===== src/rtl/traffic_pkg.sv =====
// Shared lamp codes, phase encoding and width helper for the intersection controllers.
package traffic_pkg;

  localparam logic [1:0] LAMP_RED    = 2'b00;
  localparam logic [1:0] LAMP_YELLOW = 2'b01;
  localparam logic [1:0] LAMP_GREEN  = 2'b10;

  typedef enum logic [1:0] {
    PH_GREEN   = 2'd0,
    PH_YELLOW  = 2'd1,
    PH_ALL_RED = 2'd2
  } phase_e;

  // Ceiling log2, never below 1 so a two-entry index still gets one bit.
  function automatic int clog2(input int n);
    int w;
    w = 1;
    while ((1 << w) < n) w++;
    return w;
  endfunction

endpackage


===== src/rtl/traffic_phase_ctrl_rr_next_sel.sv =====
// Rotate-priority search: first pending approach after active_idx (wrapping), plus a
// flag telling whether any approach other than the active one is waiting.
module rr_next_sel
  import traffic_pkg::*;
#(
  parameter  int NUM_APPROACH = 4,
  localparam int IDX_W        = clog2(NUM_APPROACH)
) (
  input  logic [NUM_APPROACH-1:0] pending,
  input  logic [IDX_W-1:0]        active_idx,
  output logic [IDX_W-1:0]        sel,
  output logic                    any_other
);

  localparam int N = NUM_APPROACH;

  logic [2*N-1:0] w_dbl;
  logic [IDX_W:0] w_shift;
  logic [N-1:0]   w_rot;
  logic [N-1:0]   w_mask;
  logic           w_found;
  logic [IDX_W:0] w_sum;

  // Rotating the doubled vector puts approach active_idx+1 at bit 0, so the search is a plain LSB-first scan.
  assign w_dbl   = {pending, pending};
  assign w_shift = {1'b0, active_idx} + (IDX_W+1)'(1);
  assign w_rot   = N'(w_dbl >> w_shift);

  always_comb begin
    w_found = 1'b0;
    w_sum   = '0;
    for (int k = 0; k < N; k++) begin
      if (!w_found && w_rot[k]) begin
        w_found = 1'b1;
        w_sum   = w_shift + (IDX_W+1)'(k);
      end
    end
    if (w_sum >= (IDX_W+1)'(N)) sel = IDX_W'(w_sum - (IDX_W+1)'(N));
    else                        sel = IDX_W'(w_sum);
  end

  assign w_mask    = ~(N'(1) << active_idx);
  assign any_other = |(pending & w_mask);

endmodule


===== src/rtl/traffic_phase_ctrl.sv =====
// N-approach phase controller: latched calls served round-robin with min/max green,
// gap extension and yellow/all-red clearance. Define PREEMPT_EN for the preemption ports.
module traffic_phase_ctrl
  import traffic_pkg::*;
#(
  parameter  int NUM_APPROACH = 4,
  parameter  int T_MIN_GREEN  = 8,
  parameter  int T_MAX_GREEN  = 20,
  parameter  int T_YELLOW     = 3,
  parameter  int T_ALL_RED    = 2,
  localparam int IDX_W        = clog2(NUM_APPROACH),
  localparam int CNT_W        = clog2(T_MAX_GREEN + 1)
) (
  input  logic                      clk,
  input  logic                      rst,
  input  logic [NUM_APPROACH-1:0]   req,
`ifdef PREEMPT_EN
  input  logic                      preempt,
  input  logic [IDX_W-1:0]          preempt_idx,
`endif
  output logic [2*NUM_APPROACH-1:0] lights,
  output logic [IDX_W-1:0]          active_idx,
  output logic [1:0]                phase,
  output logic [NUM_APPROACH-1:0]   pending
);

  localparam int N = NUM_APPROACH;

  phase_e           r_phase;
  phase_e           w_phaseNext;
  logic [IDX_W-1:0] r_active;
  logic [IDX_W-1:0] w_activeNext;
  logic [CNT_W-1:0] r_timer;
  logic [N-1:0]     r_pending;
  logic [N-1:0]     w_pendingSet;
  logic [N-1:0]     w_pendingClr;
  logic [N-1:0]     w_activeOneHot;
  logic [IDX_W-1:0] w_sel;
  logic             w_anyOther;
  logic             w_normalLeave;
  logic             w_leaveGreen;
  logic [IDX_W-1:0] w_target;
  logic             w_enterGreen;

  rr_next_sel #(
    .NUM_APPROACH(N)
  ) u_rr_next_sel (
    .pending   (r_pending),
    .active_idx(r_active),
    .sel       (w_sel),
    .any_other (w_anyOther)
  );

  // Gap-out needs the minimum served; max-out only matters while the active approach still demands.
  assign w_normalLeave = (r_timer >= CNT_W'(T_MIN_GREEN - 1)) && w_anyOther &&
                         (!req[r_active] || (r_timer >= CNT_W'(T_MAX_GREEN - 1)));

`ifdef PREEMPT_EN
  logic             r_preValid;
  logic [IDX_W-1:0] r_preIdx;

  assign w_leaveGreen = preempt ? (r_active != preempt_idx) : w_normalLeave;
  assign w_target     = preempt ? preempt_idx : (r_preValid ? r_preIdx : w_sel);

  // Remember the preemption target so clearance still ends on it if the request drops early.
  always_ff @(posedge clk) begin
    if (rst) begin
      r_preValid <= 1'b0;
      r_preIdx   <= '0;
    end else if (w_enterGreen) begin
      r_preValid <= 1'b0;
    end else if (preempt && !(r_phase == PH_GREEN && r_active == preempt_idx)) begin
      r_preValid <= 1'b1;
      r_preIdx   <= preempt_idx;
    end
  end
`else
  assign w_leaveGreen = w_normalLeave;
  assign w_target     = w_sel;
`endif

  always_comb begin
    w_phaseNext  = r_phase;
    w_activeNext = r_active;
    w_enterGreen = 1'b0;
    unique case (r_phase)
      PH_GREEN:   if (w_leaveGreen) w_phaseNext = PH_YELLOW;
      PH_YELLOW:  if (r_timer == CNT_W'(T_YELLOW - 1)) w_phaseNext = PH_ALL_RED;
      PH_ALL_RED: begin
        if (r_timer == CNT_W'(T_ALL_RED - 1)) begin
          w_phaseNext  = PH_GREEN;
          w_activeNext = w_target;
          w_enterGreen = 1'b1;
        end
      end
      default:    w_phaseNext = PH_GREEN;
    endcase
  end

  assign w_activeOneHot = N'(1) << r_active;
  assign w_pendingSet   = req & ~((r_phase == PH_GREEN) ? w_activeOneHot : '0);
  assign w_pendingClr   = w_enterGreen ? (N'(1) << w_activeNext) : '0;

  always_ff @(posedge clk) begin
    if (rst) begin
      r_phase   <= PH_GREEN;
      r_active  <= '0;
      r_timer   <= '0;
      r_pending <= '0;
    end else begin
      r_phase   <= w_phaseNext;
      r_active  <= w_activeNext;
      r_pending <= (r_pending | w_pendingSet) & ~w_pendingClr;
      if (w_phaseNext != r_phase)
        r_timer <= '0;
      else if (r_timer != CNT_W'(T_MAX_GREEN))
        r_timer <= r_timer + CNT_W'(1);
    end
  end

  always_comb begin
    lights = '0;
    for (int i = 0; i < N; i++) begin
      if (IDX_W'(i) == r_active) begin
        unique case (r_phase)
          PH_GREEN:  lights[2*i +: 2] = LAMP_GREEN;
          PH_YELLOW: lights[2*i +: 2] = LAMP_YELLOW;
          default:   lights[2*i +: 2] = LAMP_RED;
        endcase
      end
    end
  end

  assign active_idx = r_active;
  assign phase      = r_phase;
  assign pending    = r_pending;

endmodule


===== config.mk =====
export PLATFORM = sky130hd
export DESIGN_NAME = traffic_phase_ctrl
export DESIGN_NICKNAME = d
export VERILOG_FILES = /design/src/rtl/traffic_pkg.sv /design/src/rtl/traffic_phase_ctrl_rr_next_sel.sv /design/src/rtl/traffic_phase_ctrl.sv
export SDC_FILE = /design/constraint.sdc
export NUM_CORES = 1
export LEC_CHECK = 0
export BUFFER_PORTS_ARGS = -buffer_cell sky130_fd_sc_hd__buf_4
export CORE_MARGIN = 8
export CORE_UTILIZATION = 27
export DETAILED_ROUTE_END_ITERATION = 10
export GPL_ROUTABILITY_DRIVEN = 0
export PLACE_DENSITY = 0.5
export SETUP_SLACK_MARGIN = 0.1
export SLEW_MARGIN = 20
export SYNTH_ARGS = -nofsm -noshare
export SYNTH_HDL_FRONTEND = slang
export SYNTH_HIERARCHICAL = 1
export SYNTH_SLANG_ARGS = --single-unit

===== constraint.sdc =====
create_clock -name clk -period 4.5 [get_ports clk]
set_clock_uncertainty 0.05 [all_clocks]
set_input_delay 0.45 -clock clk [delete_from_list [all_inputs] [get_ports clk]]
set_output_delay 0.45 -clock clk [all_outputs]
set_load 0.02 [all_outputs]

; Word-level counts from Yosys, hierarchy flattened
; Cells that the tools add are included.
[totals]
register_bits = 13
out_inout_bits = 16
[op_classes]
n_addsub = 6
n_lt_le_gt_ge = 4
n_eq_ne = 9
shifts = 3
n_mux = 25
bitwise = 7
reduce_logical = 14
[ops]
columns = op, n
row1 = two-way mux 2 bit, 10
row2 = AND 4 bit, 3
row3 = two-way mux 3 bit, 4
row4 = NOT 4 bit, 3
row5 = two-way mux 4 bit, 2
row6 = "left shift 1 x 2 -> 4 bit, first input constant", 2
row7 = >> shifter 8 x 3 -> 4 bit, 1
row8 = "adder 3 x 2 -> 3 bit, second input constant", 2
row9 = two-way mux 1 bit, 6
row10 = case mux 2 bit (3 select lines), 1
row11 = "adder 5 x 1 -> 5 bit, second input constant", 1
row12 = "== test 5 x 1 -> 1 bit, second input constant", 1
row13 = "== test 5 x 2 -> 1 bit, second input constant", 1
row14 = "greater-or-equal comparator 5 x 3 -> 1 bit, second input constant", 1
row15 = "greater-or-equal comparator 5 bit, second input constant", 1
row16 = logical AND 1 bit, 5
row17 = "inequality test 5 bit, second input constant", 1
row18 = "== test 2 bit, first input constant", 2
row19 = zero test 1 bit, 4
row20 = zero test 2 bit, 2
row21 = bitwise OR 4 bit, 1
row22 = case mux 2 bit (2 select lines), 1
row23 = OR reduction 4 bit, 1
row24 = "adder 2 x 1 -> 3 bit, second input constant", 1
row25 = 11 further kinds, 11

; Depth between registers and ports, before layout
; Gate-level depths: netlist (run 1).
[logic_depth]
ltp_word = 20
mapped_depth = 11
mapped_depth_nobuf = 9

; Hierarchy
; Netlist (run 1), hierarchy kept.
[modules_own_cells]
columns = mod, n_inst, cells_each, area_per_inst_um2, seq_area_each_um2
row1 = traffic_phase_ctrl, 1, 98, 820.8, 260.2
row2 = rr_next_sel, 1, 45, 336.6, 0.0

; Least setup slack after synthesis (run 1)
; Ideal clock, no wire load.
[synth_timing]
path_kind = register -> register
startpoint = register r_active[0] (netlist: active_idx[0])
endpoint = register r_phase[0] (netlist: phase[0])
setup_time_ps = 58
t_arrival_ps = 2375
required_ps = 4392
path_slack_ps = 2017
path_stages_with_launch = 12
path_buffers = 2
path_cell_list = dfxtp_1 buf_2 inv_1 ha_1 inv_1 a22oi_1 o221ai_1 or3b_2 a221oi_2 and3b_1 buf_4 o21ba_1
[synth_via]
elab_chain_len = 8
elab_cells_between_ends = 12
classes_between = shift: 1 / mux: 4 / bitwise: 2 / reduce/logical: 5
[synth_rtl]
columns = element, line
row1 = "start, declared", traffic_phase_ctrl.sv:31  ; logic [IDX_W-1:0] r_active;
row2 = "start signal, assigned", traffic_phase_ctrl.sv:112  ; r_active <= w_activeNext;
row3 = left shift 1 x 2 -> 4 bit, traffic_phase_ctrl_rr_next_sel.sv:42  ; assign w_mask = ~(N'(1) << active_idx);
row4 = NOT 4 bit, traffic_phase_ctrl_rr_next_sel.sv:42
row5 = AND 4 bit, traffic_phase_ctrl_rr_next_sel.sv:43  ; assign any_other = |(pending & w_mask);
row6 = OR reduction 4 bit, traffic_phase_ctrl_rr_next_sel.sv:43
row7 = net w_anyOther, traffic_phase_ctrl.sv:39  ; logic w_anyOther;
row8 = logical AND 1 bit (2 in series), traffic_phase_ctrl.sv:55  ; assign w_normalLeave = (r_timer >= CNT_W'(T_MIN_GREEN - 1)) && w_anyOther &&
row9 = two-way mux 2 bit, traffic_phase_ctrl.sv:87  ; PH_GREEN: if (w_leaveGreen) w_phaseNext = PH_YELLOW;
row10 = case mux 2 bit (3 select lines), traffic_phase_ctrl.sv:86  ; unique case (r_phase)
row11 = "end signal, assigned", traffic_phase_ctrl.sv:111  ; r_phase <= w_phaseNext;
row12 = "end, declared", traffic_phase_ctrl.sv:29  ; phase_e r_phase;
; The timed path passes the listed nets, and every way through them passes these cells. The select of a mux whose other input is x is not followed.
; A chain may end at the register's enable or synchronous reset.

; Worst setup path after layout (run 1)
; Same ends and word-level chain as after synthesis.

==> summary.md, run 1 <==
| Metric | Value |
|---|---|
| Result of the run | completed |
| Path depth of the worst reg2reg path | 9 |
| Worst slew margin relative to its limit | 38.6% |
| Die Width | 81.5 um |
| Launch point of the worst hold path | rst |
| Part of the total power dissipated in combinational logic | 18.7% |
| Count of different cell masters after synthesis | 47 |
| Maximum number of pins on one net before global-route repair | 29 |
| Ant. Diodes | 0 |
| Clock transition at the register clock pins on the worst setup and hold paths after CTS | 0.06 ns |
| Hold path depth | 2 |
| End of the worst hold path | phase[1] |
| Max-cap violations | 0 |
| Sequential cell fraction of total power | 45.5% |
| Critical path startpoint category | flop |
| Complex-gate fraction of the synthesized area | 20.2% |
| RSZ-0062 raised after global routing | false |
| Synth area leaders | sky130_fd_sc_hd__dfxtp_1 22%, sky130_fd_sc_hd__ha_1 8.6%, sky130_fd_sc_hd__mux4_1 6.8%, sky130_fd_sc_hd__a21oi_1 4.8%, sky130_fd_sc_hd__nor3_1 4.3% |
| Worst slew pin tran | 0.919 ns |
| Gr usage total | 9.42% |
| Parity-gate share of the synthesized area counting xor and xnor cells | 3.03% |
| Root Buffer Master | sky130_fd_sc_hd__clkbuf_8 |
| Internal power contribution | 208 uW |
| Synthesis-to-layout area growth | 18.8% |
| FFs w/ async S/R, synth | 0% |
| Shortest clock period the worst path allows after layout | 2.95 ns |
| Count of pins on the block boundary | 22 |
| Initial core utilization | 27.3% |
| Largest family of logic cells by synthesized area | simple AND/OR/NAND/NOR gates |
| Required arrival time at the worst endpoint | 4.64 ns |
| Yosys synthesis warning count | 6 |
| Core footprint | 4230 um^2 |
| Type of the tightest min-delay check | in2reg |
| Final hold violation count | 0 |
| # port buffers | 21 |
| LEAKAGE | 0.000589 uW |
| Cell type contributing the most total cell area after synthesis | sky130_fd_sc_hd__dfxtp_1 |
| Max-slew violation total from the final report | 0 |
| Portion of synthesized cell area occupied by the leading cell type | 22.5% |
| Net switching power | 79.0 uW |
| Overall die area | 6640 um^2 |
| H-tree level count | 1 |
| Peak VDD IR | 104 uV |
| DRT antenna net count | 0 |
| Number of resized instances in the post-cts repair step | 0 |
| Final-report setup violation count | 0 |
| Crit-path max FO | 28 |
| Mux share of post-synthesis cell area | 8.76% |
| DR WL/cell | 14.7 um |
| Endpoint of the worst register-to-register path | phase[0] |
| Area of the multi-input gates | 798 um^2 |
| Cells after DPL | 207 |
| Wire length of the first global-routing pass | 5040 um |
| Grt ovf | 0 |
| Kind of critical path | reg2reg |
| Net count after synthesis | 157 |
| Arithmetic-cell share of the synthesized area counting full adders, half adders and majority gates | 8.65% |
| Clock latency on the worst-skew pair | 0.24 ns |
| Worst EP arrival | 3.09 ns |
| Antenna violations before repair | 0 |
| Cell area power density | 209 nW/um^2 |
| Number of global-route vias before repair | 1055 |
| Worst R2R Start | active_idx[0] |
| Number of storage elements in the synthesis netlist | 13 |
| Final wirelength | 3100 um |
| Reg2Reg Setup Slack | 1.55 ns |
| Final-layout fill cell count | 460 |
| Switch share | 27.5% |
| Initial DRC count | 83 |
| Layout Utilization | 32.5% |
| Max Freq | 339 MHz |
| Vias per cell | 5.26 |
| Net count reported at finish | 174 |
| Residual DRC count | 0 |
| Detailed Routing Iterations Pass 1 | 4 |
| Post-synthesis instance total | 143 |
| Die span in y | 81.5 um |
| Crit end category | flop |
| Synth Area in Simple Gates | 28.3% |
| Post-synthesis instance area | 1160 um^2 |
| Total Neg Setup Slack | 0 ns |
| Sequential fraction of the synthesis area | 22.5% |
| Mean instance size in the synthesized netlist | 8.09 um^2 |
| Synth Flop Type | sky130_fd_sc_hd__dfxtp_1 |
| CTS Hold Buffers Added | 0 |
| Maximum number of buffers from clock root to sink | 2 |
| Fraction of power consumed by the clock network | 35.8% |
| Setup Buffers After CTS | 0 |
| Sinks on Clock Net | 13 |
| Number of enable flip-flop cells after synthesis | 0 |
| Period utilization | 65.5% |
| Post-DP HPWL | 2310 um |
| Register Area | 260 um^2 |
| Total number of placement rows | 24 |
| Final cell count without fillers | 211 |
| CTS tree | done |
| Vias after detailed routing | 1109 |
| Share of cells above drive strength 1 | 19.5% |
| Clock buffer count from CTS | 3 |
-- worst max path at each step --
stage | start | to | slack [ns]
6_report | active_idx[0] | phase[0] | 1.55
5_1_grt | active_idx[0] | r_timer[1] | 1.35
4_1_cts | active_idx[0] | phase[0] | 1.59
3_5_place_dp | active_idx[0] | phase[0] | 1.61
3_3_place_gp | active_idx[0] | phase[0] | 1.77
2_1_floorplan | active_idx[0] | phase[0] | 2.02
-- logic make-up (layout without fill, tap and decap cells) --
group,Yosys count,in the layout
compound gates,32,32
xor+xnor,4,4
fa+ha+maj,8,8
buf+inv,22,38
flops,13,13
mux,5,5
simple gates,59,59
-- placed cells by master, fill, tap and decap left out, types with 2 or more instances in the layout --
master,instances
sky130_fd_sc_hd__a21o_1,2
sky130_fd_sc_hd__a21oi_1,11
sky130_fd_sc_hd__and3b_1,2
sky130_fd_sc_hd__buf_4,21
sky130_fd_sc_hd__clkbuf_8,3
sky130_fd_sc_hd__dfxtp_1,13
sky130_fd_sc_hd__ha_1,8
sky130_fd_sc_hd__inv_1,13
sky130_fd_sc_hd__mux2_2,2
sky130_fd_sc_hd__mux4_1,3
sky130_fd_sc_hd__nand2_1,12
sky130_fd_sc_hd__nand2b_1,4
sky130_fd_sc_hd__nand3_1,4
sky130_fd_sc_hd__nand3b_1,2
sky130_fd_sc_hd__nand4_1,2
sky130_fd_sc_hd__nand4b_1,2
sky130_fd_sc_hd__nor2_1,9
sky130_fd_sc_hd__nor2b_1,3
sky130_fd_sc_hd__nor3_1,10
sky130_fd_sc_hd__nor3b_1,3
sky130_fd_sc_hd__o21ai_0,2
sky130_fd_sc_hd__o22ai_1,2
sky130_fd_sc_hd__o311ai_1,2
sky130_fd_sc_hd__xnor2_1,3
-- power groups by stage --
stage	clock [uW]	combinational (uW)	sequential, uW
after floorplan	0	38.6	130
after global placement	0	51.9	133
after detailed placement	0	53.7	133
after CTS	106	54.0	131
after global routing	114	59.2	132
final	103	53.6	131
-- layout make-up --
cell class,instances,area share (%)
multi-input cells,108,58.1
flip-flops and latches,13,18.9
repair buffers,21,11.5
clock buffers,4,3.28
well taps,52,4.73
inverters,13,3.55
-- sequential cells by signal, indices dropped and copies added (netlist names) --
signal and cells:
pending 4, phase 2, r_timer 5, active_idx 2
-- per-layer routing --
layer  part of all wire [%]  GRT usage, %  wire, um  vias to the layer above
li1                       -             -         -                      550
met1                     49          12.0      1520                      528
met2                     46          15.2      1410                       27
met3                    4.2          1.97       130                        4
met4                    1.2          3.75        36                        0
met5                      0             0         0                        -
-- Yosys cell counts (all sizes together), types with 3 or more instances --
| cell type | instances |
|---|---|
| mux4 | 3 |
| xnor2 | 3 |
| nand2 | 12 |
| nor2 | 9 |
| nor3b | 3 |
| nand3 | 5 |
| a21oi | 11 |
| nor2b | 3 |
| inv | 13 |
| nand2b | 4 |
| nor3 | 10 |
| buf | 7 |
| ha | 8 |
| dfxtp | 13 |
-- critical path, stage by stage, from the launching register on --
cell and delay, ns:
sky130_fd_sc_hd__dfxtp_1 0.92, sky130_fd_sc_hd__inv_1 0.21, sky130_fd_sc_hd__ha_1 0.27, sky130_fd_sc_hd__inv_1 0.05
sky130_fd_sc_hd__a22oi_1 0.08, sky130_fd_sc_hd__o221ai_1 0.10, sky130_fd_sc_hd__or3b_2 0.47, sky130_fd_sc_hd__a221oi_2 0.26
sky130_fd_sc_hd__and3b_1 0.34, sky130_fd_sc_hd__o21ba_1 0.16
-- stage by stage --
stage	worst slack, ns	power, uW	hold slack [ns]	instance area [um^2]
2_1_floorplan	2.02	169	0.525	1160
3_3_place_gp	1.77	184	0.551	1330
3_5_place_dp	1.61	187	0.564	1330
4_1_cts	1.59	291	0.398	1380
5_1_grt	1.35	305	0.401	1380
6_report	1.55	287	0.401	1380
Note: power is estimated with default switching activity, not from simulation.
==> run 2, diff against run 1 <==
==> constraint.sdc (replaced) <==
create_clock -name clk -period 2.99 [get_ports clk]
set_clock_uncertainty 0.05 [all_clocks]
set_input_delay 0.299 -clock clk [delete_from_list [all_inputs] [get_ports clk]]
set_output_delay 0.299 -clock clk [all_outputs]
set_load 0.02 [all_outputs]
==> run 2 against run 1 <==
  * Combinational power increased by 49%
  * Sequential power increased by 50%
  * Critical path depth decreased by 2
  * Non-clock buffer count increased by 2
  * Setup slack got worse by 0.95 ns
  * Wire length decreased by 7.2%
  * Clock power increased by 50%
  * Critical endpoint is now r_timer[0]
==> summary.md, run 2 (synthesis results as in run 1) <==
| Metric | Value |
|---|---|
| Result of the run | completed (unchanged) |
| Final-report setup violation count | 0 (unchanged) |
| Ant. Diodes | 0 (unchanged) |
| Detailed Routing Iterations Pass 1 | 6 (was 4) |
| Post-DP HPWL | 2250 um (was 2310 um) |
| Maximum number of buffers from clock root to sink | 2 (unchanged) |
| Largest stage delay on the critical path | 0.58 ns (was 0.92 ns) |
| Largest register by flop count | r_timer (unchanged) |
| CTS tree | done (unchanged) |
| Worst slew pin tran | 0.674 ns (was 0.919 ns) |
| Kind of critical path | reg2reg (unchanged) |
| Initial core utilization | 27.3% (unchanged) |
| Sinks on Clock Net | 13 (unchanged) |
| DR WL/cell | 13.5 um (was 14.7 um) |
| Overall die area | 6640 um^2 (unchanged) |
| RSZ-0062 raised after global routing | false (unchanged) |
| Clock latency on the worst-skew pair | 0.24 ns (about the same) |
| Vias after detailed routing | 1102 (was 1109) |
| Setup WS pre-CTS | 0.602 ns (was 1.61 ns) |
| Final wirelength | 2870 um (was 3100 um) |
| Worst EP arrival | 2.46 ns (was 3.09 ns) |
| Number of resized instances in the post-cts repair step | 0 (unchanged) |
| Most frequent cells in the layout | 23 x sky130_fd_sc_hd__buf_4, 13 x sky130_fd_sc_hd__inv_1, 13 x sky130_fd_sc_hd__dfxtp_1 (was 21 x sky130_fd_sc_hd__buf_4, 13 x sky130_fd_sc_hd__inv_1, 13 x sky130_fd_sc_hd__dfxtp_1) |
| Max Freq | 418 MHz (was 339 MHz) |
| Shortest clock period the worst path allows after layout | 2.39 ns (was 2.95 ns) |
| Clock buffer count from CTS | 3 (unchanged) |
| Setup Buffers After CTS | 0 (unchanged) |
| Synthesis-to-layout area growth | 20.1% (was 18.8%) |
| Gr usage total | 8.93% (was 9.42%) |
| Worst slew margin relative to its limit | 54.4% (was 38.6%) |
| Required arrival time at the worst endpoint | 3.06 ns (was 4.64 ns) |
| Vias per cell | 5.17 (was 5.26) |
| Critical path startpoint category | flop (unchanged) |
| Type of the tightest min-delay check | in2reg (unchanged) |
| Crit end category | flop (unchanged) |
| DRT antenna net count | 0 (unchanged) |
| Residual DRC count | 0 (unchanged) |
| Max-cap violations | 0 (unchanged) |
| Register Area | 260 um^2 (unchanged) |
| Share of cells above drive strength 1 | 20.5% (was 19.5%) |
| Antenna violations before repair | 0 (unchanged) |
| # port buffers | 21 (unchanged) |
| LEAKAGE | 0.000600 uW (was 0.000589 uW) |
| Crit-path max FO | 12 (was 28) |
| CTS Hold Buffers Added | 0 (unchanged) |
| Grt ovf | 0 (unchanged) |
| Maximum number of pins on one net before global-route repair | 22 (was 29) |
| Max-slew violation total from the final report | 0 (unchanged) |
| Area of the multi-input gates | 798 um^2 (unchanged) |
| Total number of placement rows | 24 (unchanged) |
| Die span in y | 81.5 um (unchanged) |
| Wire length of the first global-routing pass | 4840 um (was 5040 um) |
| Count of pins on the block boundary | 22 (unchanged) |
| Total Neg Setup Slack | 0 ns (unchanged) |
| Initial DRC count | 96 (was 83) |
| Crit path cell chain | inv_1, ha_1, o221ai_1, or3b_2, a221oi_2, and3b_1, nor3_1 (was inv_1, ha_1, inv_1, a22oi_1, o221ai_1, or3b_2, a221oi_2, and3b_1, o21ba_1) |
| Largest register FFs | 5 (unchanged) |
| Commonest non-fill, non-tap cell in the layout | sky130_fd_sc_hd__buf_4 (unchanged) |
| Root Buffer Master | sky130_fd_sc_hd__clkbuf_8 (unchanged) |
| Final hold violation count | 0 (unchanged) |
| Peak VDD IR | 182 uV (was 104 uV) |
| Final-layout fill cell count | 448 (was 460) |
| Die Width | 81.5 um (unchanged) |
| Net count reported at finish | 176 (was 174) |
| Cell area power density | 310 nW/um^2 (was 209 nW/um^2) |
| Slowest cell on the critical path | sky130_fd_sc_hd__dfxtp_1 (unchanged) |
| H-tree level count | 1 (unchanged) |
| Clock transition at the register clock pins on the worst setup and hold paths after CTS | 0.05 ns (was 0.06 ns) |
| PnR worst setup slack | 0.598 ns (was 1.55 ns) |
| Number of global-route vias before repair | 1035 (was 1055) |
| Period utilization | 80.0% (was 65.5%) |
| Core footprint | 4230 um^2 (unchanged) |
run 2: cell count changes in the layout (fill, tap and decap cells not counted):
cell / previous run / this run
sky130_fd_sc_hd__buf_4: 21 / 23
run 2: per-layer routing:
layer  vias to the layer above  GRT usage (%)  routed length (um)
met1                       516           11.1                1410
met3                         4           2.30                 135
li1                        556              -                   -
met5                         -              0                   0
met2                        26           14.9                1310
met4                         0           2.50                  21
run 2: through the flow:
stage	cell area [um^2]	total power [uW]	util (%)	hold WS [ns]	instances
4_1_cts	1390	435	32.8	0.246	213
3_3_place_gp	1350	279	31.8	0.499	209
5_1_grt	1390	457	32.8	0.249	213
3_5_place_dp	1350	280	31.8	0.503	209
6_report	1390	430	32.8	0.250	213
2_1_floorplan	1160	254	-	0.438	143
run 2: layout make-up:
class	instances	share of cell area, %
Clock buffer	4	3.24
Inverter	13	3.51
Multi-Input combinational cell	108	57.4
Sequential cell	13	18.7
Tap cell	52	4.68
Timing Repair Buffer	23	12.4
run 2: path summary, 6_finish.rpt:
check,from,to,slack [ns],cells past startpoint
worst min register to register,phase[1],phase[1],0.57,2
worst max-delay path,active_idx[1],r_timer[0],0.60,7
worst max register to register,active_idx[1],r_timer[0],0.60,7
worst min-delay path,rst,phase[1],0.25,2
run 2: critical path, delay by kind of cell, from the launching register on:
kind | cells | cell delay, ns
AO/OA/AOI/OAI | 2 | 0.43
adder cells (fa/ha/maj) | 1 | 0.20
buffers and inverters | 1 | 0.12
flip-flops | 1 | 0.58
AND/OR/NAND/NOR | 3 | 0.90
run 2: report_power, final:
part           switching [uW]  internal (uW)
combinational            41.1           38.5
sequential               16.2            181
clock                    60.1           94.0
